[config.mk]
export PLATFORM = sky130hd
export DESIGN_NAME = fifo_wr_arb
export DESIGN_NICKNAME = d
export VERILOG_FILES = /design/src/rtl/fifo_wr_arb.sv
export SDC_FILE = /design/constraint.sdc
export NUM_CORES = 1
export LEC_CHECK = 0
export CORE_MARGIN = 1
export CORE_UTILIZATION = 45
export DETAILED_ROUTE_END_ITERATION = 12
export DONT_BUFFER_PORTS = 1
export SYNTH_ARGS = -nofsm -noshare
export SYNTH_HDL_FRONTEND = slang
export SYNTH_SLANG_ARGS = --single-unit
[constraint.sdc]
create_clock -name clk -period 1.8 [get_ports clk]
set_input_delay 0.18 -clock clk [delete_from_list [all_inputs] [get_ports clk]]
set_output_delay 0.18 -clock clk [all_outputs]
set_load 0.01 [all_outputs]
[src/rtl/fifo_wr_arb.sv]
// Round-robin write arbiter: N requesters share one fifo write port in bursts of up to BURST_LEN words.
// Optional macro FIFO_WR_ARB_STATS_EN adds a saturating 16-bit write counter output (wr_count).
module fifo_wr_arb #(
  parameter int unsigned N         = 4,
  parameter int unsigned DW        = 8,
  parameter int unsigned BURST_LEN = 4
) (
  input  logic                   clk,
  input  logic                   rst,
  input  logic [N-1:0]           req,
  input  logic [N*DW-1:0]        data,
  input  logic                   fifo_full,
  output logic [N-1:0]           gnt,
  output logic                   fifo_wr,
  output logic [DW-1:0]          fifo_din,
  output logic [$clog2(N)-1:0]   owner,
  output logic                   busy
`ifdef FIFO_WR_ARB_STATS_EN
  ,
  output logic [15:0]            wr_count
`endif
);

  localparam int unsigned OW = $clog2(N);
  localparam int unsigned CW = 5;
  localparam logic [CW-1:0] CNT_LAST = CW'(BURST_LEN - 1);

  typedef enum logic {IDLE, BURST} state_t;

  state_t        state;
  state_t        state_nx;
  logic [OW-1:0] last;
  logic [OW-1:0] pick;
  logic          found;
  logic [CW-1:0] cnt;
  logic          own_req;
  logic          own_gnt;
  logic          burst_end;

  assign own_req   = req[owner];
  assign own_gnt   = own_req & ~fifo_full;
  assign burst_end = ~own_req | (own_gnt & (cnt == CNT_LAST));

  // Rotating priority search starting just above the previous tenure holder
  always_comb begin
    int unsigned idx;
    pick  = last;
    found = 1'b0;
    idx   = 0;
    for (int unsigned i = 1; i <= N; i++) begin
      idx = (32'(last) + i) % N;
      if (!found && req[idx[OW-1:0]]) begin
        pick  = idx[OW-1:0];
        found = 1'b1;
      end
    end
  end

  always_ff @(posedge clk) begin
    if (!rst) state <= IDLE;
    else      state <= state_nx;
  end

  always_comb begin
    state_nx = state;
    case (state)
      IDLE:    if (found) state_nx = BURST;
      BURST:   if (burst_end) state_nx = IDLE;
      default: state_nx = IDLE;
    endcase
  end

  // Tenure bookkeeping: owner, last holder and per-tenure word count
  always_ff @(posedge clk) begin
    if (!rst) begin
      owner <= '0;
      last  <= OW'(N - 1);
      cnt   <= '0;
    end else begin
      case (state)
        IDLE: begin
          if (found) begin
            owner <= pick;
            cnt   <= '0;
          end
        end
        BURST: begin
          if (burst_end)    last <= owner;
          else if (own_gnt) cnt  <= cnt + CW'(1);
        end
        default: ;
      endcase
    end
  end

  // Outputs are forced quiet while reset is being sampled so no write slips through
  always_comb begin
    gnt      = '0;
    busy     = 1'b0;
    fifo_din = data[DW-1:0];
    if (rst) begin
      for (int unsigned i = 0; i < N; i++) begin
        if (owner == OW'(i)) fifo_din = data[i*DW +: DW];
      end
      if (state == BURST) begin
        busy       = 1'b1;
        gnt[owner] = own_gnt;
      end
    end
    fifo_wr = |gnt;
  end

`ifdef FIFO_WR_ARB_STATS_EN
  always_ff @(posedge clk) begin
    if (!rst)                               wr_count <= '0;
    else if (fifo_wr && wr_count != 16'hFFFF) wr_count <= wr_count + 16'd1;
  end
`endif

endmodule
==> impl_metrics.ini <==
[outcome]
status = complete, no violations

[cts]
cts_tree = yes
path_clk_slew_ns = 0.07
post_cts.repair.setup_buffers = 0
clock_latency_ns = 0.28
htreeDepth = 1
cts.sinks = 10
cts.path.max_buffers = 2
numCtsBuffers = 3
cts_hold_buf = 0
root_buffer = clkbuf_4

[worst_setup_path]
reg2reg_from = cnt[0]$_SDFFE_PN0P_
cp-end-kind = output port
r2r_cells = 5
crit_slowest_cell = mux4_2
crit_buf_inv = 1
crit_family = multiplexers
worst-r2r-setup-slack_ns = 0.15
arrival_ns = 1.58
cp_num_cells = 3
startpoint = owner[0]$_SDFFE_PN0P_
slowest_delay_ns = 0.51
cp.required_ns = 1.62
r2r_end = last[0]$_SDFFE_PN1P_
crit_chain = buf_8 -> mux4_2 -> mux2_4
cp_max_fo = 6
endpoint = fifo_din[6]
startpoint_type = flop
crit_type = flop to output port

[detailed_routing]
wl_per_cell_um = 16.2
dr.pass1.iters = 4
vias = 811
antenna_left = 0
detail_route.iter0.violations = 24
viasPerCell = 6.05
routed_wl_um = 2180
drc = 0

[grt]
antenna_found_initial = 0
grtUsageTotal_pct = 19.0
grt_max_degree = 19
grt_overflow = 0
use_met1_pct = 22.6
grt_pass1_wl_um = 2910
gr-usage-met3_pct = 7.92
first_global_vias = 697
top_usage_layer = met2
use_met2_pct = 30.5

[timing]
worst_slew_pin_slew_ns = 0.510
period_share_pct = 97.7
fmaxAchievable_mhz = 569
finalSetupViolCount = 0
drv_slew = 0
grt_setup_unrepaired = true
min_period_ns = 1.76
hold_viol = 0
relSlewSlack_pct = 65.7
skew_ns = 0.00331

[flow_run]
cap_violations = 0

[die]
core-area_mm2 = 0.00196
die_width_um = 47.8
rows = 16
ios = 55
start_util_pct = 48.2
die-area_mm2 = 0.00229
die_y_um = 47.8

[logic_synthesis]
syn_area_um2 = 946
synth_fp_nets = 142
yosysSeqAreaShare_pct = 21.2
synth_top_cell_area_share_pct = 21.2
synth_cell_types = 33
syn_area_per_cell_um2 = 9.27
synthTopCellsByArea = dfxtp_1 21%, mux4_2 19%, mux2_2 9.5%
yosys_register_bits = 10
synthesis.instances = 102
ys_warn_count = 0
synth_top_cell_by_area = dfxtp_1

[placed_design]
place.gp.congestion = 0.753
place_area_um2 = 996
portBuffers = 0
place_hpwl_um = 1650

[cells_and_area]
multi_input_comb_area_um2 = 724
fin_util_pct = 54.8
diodes = 0
fill_cells = 196
drive_above_1_share_pct = 33.6
layout_common_cells = 10 x o21ai_0, 9 x nor2_1, 8 x mux4_2, 8 x dfxtp_1, 7 x mux2_4
stdcell_area_mm2 = 0.00107
layout_commonest_cell = o21ai_0
syn_to_final_growth_pct = 13.6
seqCellArea_um2 = 205
final_nets = 148

[power_and_ir_drop]
power_frac_seq_pct = 32.6
ir_drop_mv = 0.452
internal_power_uw = 557
p_comb_share_pct = 41.3
swShare_pct = 32.7
power_leakage_nw = 0.406
pwr-share-clk_pct = 26.1
p_per_area_mw_per_mm2 = 770
switching_power_uw = 271

[min_path]
hold_path.class = input port to flop
==> per-layer routing <==
layer  up-vias  share of wire (%)
met2        33                 46
met1       374                 45
li1        402                  -
met4         0               0.55
met5         -                  0
met3         2                7.6
==> Yosys cell counts, drive strengths merged <==
library cell and instances:
a21oi 5, or2 1, mux4 8, nand2 6, o31ai 2, mux2 11
mux2i 1, ha 1, o21a 1, and3b 1, nand2b 6, o221a 1
a22oi 1, a22o 1, nor3b 1, buf 2, or4 1, nor2 10
nor4 1, o21ai 11, nand3 3, o211ai 2, or4b 1, clkbuf 3
a31oi 2, or3 2, inv 5, dfxtp 10, o22ai 2
==> power groups by stage <==
stage	sequential [mW]	clock, mW	combinational, mW
detailed placement	0.270	0	0.317
floorplan	0.269	0	0.265
CTS	0.268	0.222	0.325
global route	0.276	0.230	0.371
finish	0.270	0.216	0.342
global placement	0.269	0	0.309
==> what timing repair did <==
action | in CTS | in global routing
gates cloned | 1 | 0
gates resized for setup | 3 | 10
setup endpoints to repair | 8 | 8
==> stage by stage <==
step           power [mW]  setup TNS, ns  cells  hold WS, ns  setup WS, ns
2_1_floorplan       0.534              0    102        0.367        0.0505
3_3_place_gp        0.578              0    129        0.318         0.183
3_5_place_dp        0.587              0    129        0.319         0.154
4_1_cts             0.815              0    134       0.0233      0.000482
5_1_grt             0.877        -0.0466    134       0.0186       -0.0167
6_report            0.828              0    134       0.0361        0.0413
==> worst min-delay path by stage <==
stage,depth (start not counted),endpoint,startpoint,slack (ns)
global route,1,owner[1]$_SDFFE_PN0P_,rst,0.02
CTS,1,owner[1]$_SDFFE_PN0P_,rst,0.02
finish,1,owner[1]$_SDFFE_PN0P_,rst,0.04
floorplan,3,owner[0]$_SDFFE_PN0P_,req[0],0.37
global placement,1,state$_SDFF_PN0_,rst,0.32
detailed placement,1,state$_SDFF_PN0_,rst,0.32
==> logic make-up (layout without fill, tap and decap cells) <==
kind of cell | Yosys count | in the layout | share of synthesized area (%)
AND/OR/NAND/NOR | 33 | 33 | 19.8
AO/OA/AOI/OAI | 28 | 28 | 19.4
flip-flops | 10 | 10 | 21.2
adder cells (fa/ha/maj) | 1 | 1 | 1.32
multiplexers | 20 | 20 | 34.0
buffers and inverters | 10 | 15 | 4.23
==> final cells by class <==
class | instances | share of cell area [%]
Inverter | 5 | 1.75
Multi-Input combinational cell | 82 | 67.4
Tap cell | 27 | 3.14
Timing Repair Buffer | 6 | 5.24
Sequential cell | 10 | 19.1
Clock buffer | 4 | 3.38
==> worst reg2reg max path, delay by kind of cell, from the launching register on <==
kind / cells / cell delay (ns)
mux: 1 / 0.31
flops: 1 / 0.38
fa+ha+maj: 1 / 0.20
compound gates: 1 / 0.07
simple gates: 2 / 0.59
==> state kept, by name, indices dropped and copies added (netlist names) <==
register	count
state	1
owner	2
cnt	5
last	2
No activity file was read; power rests on OpenSTA's default activity.
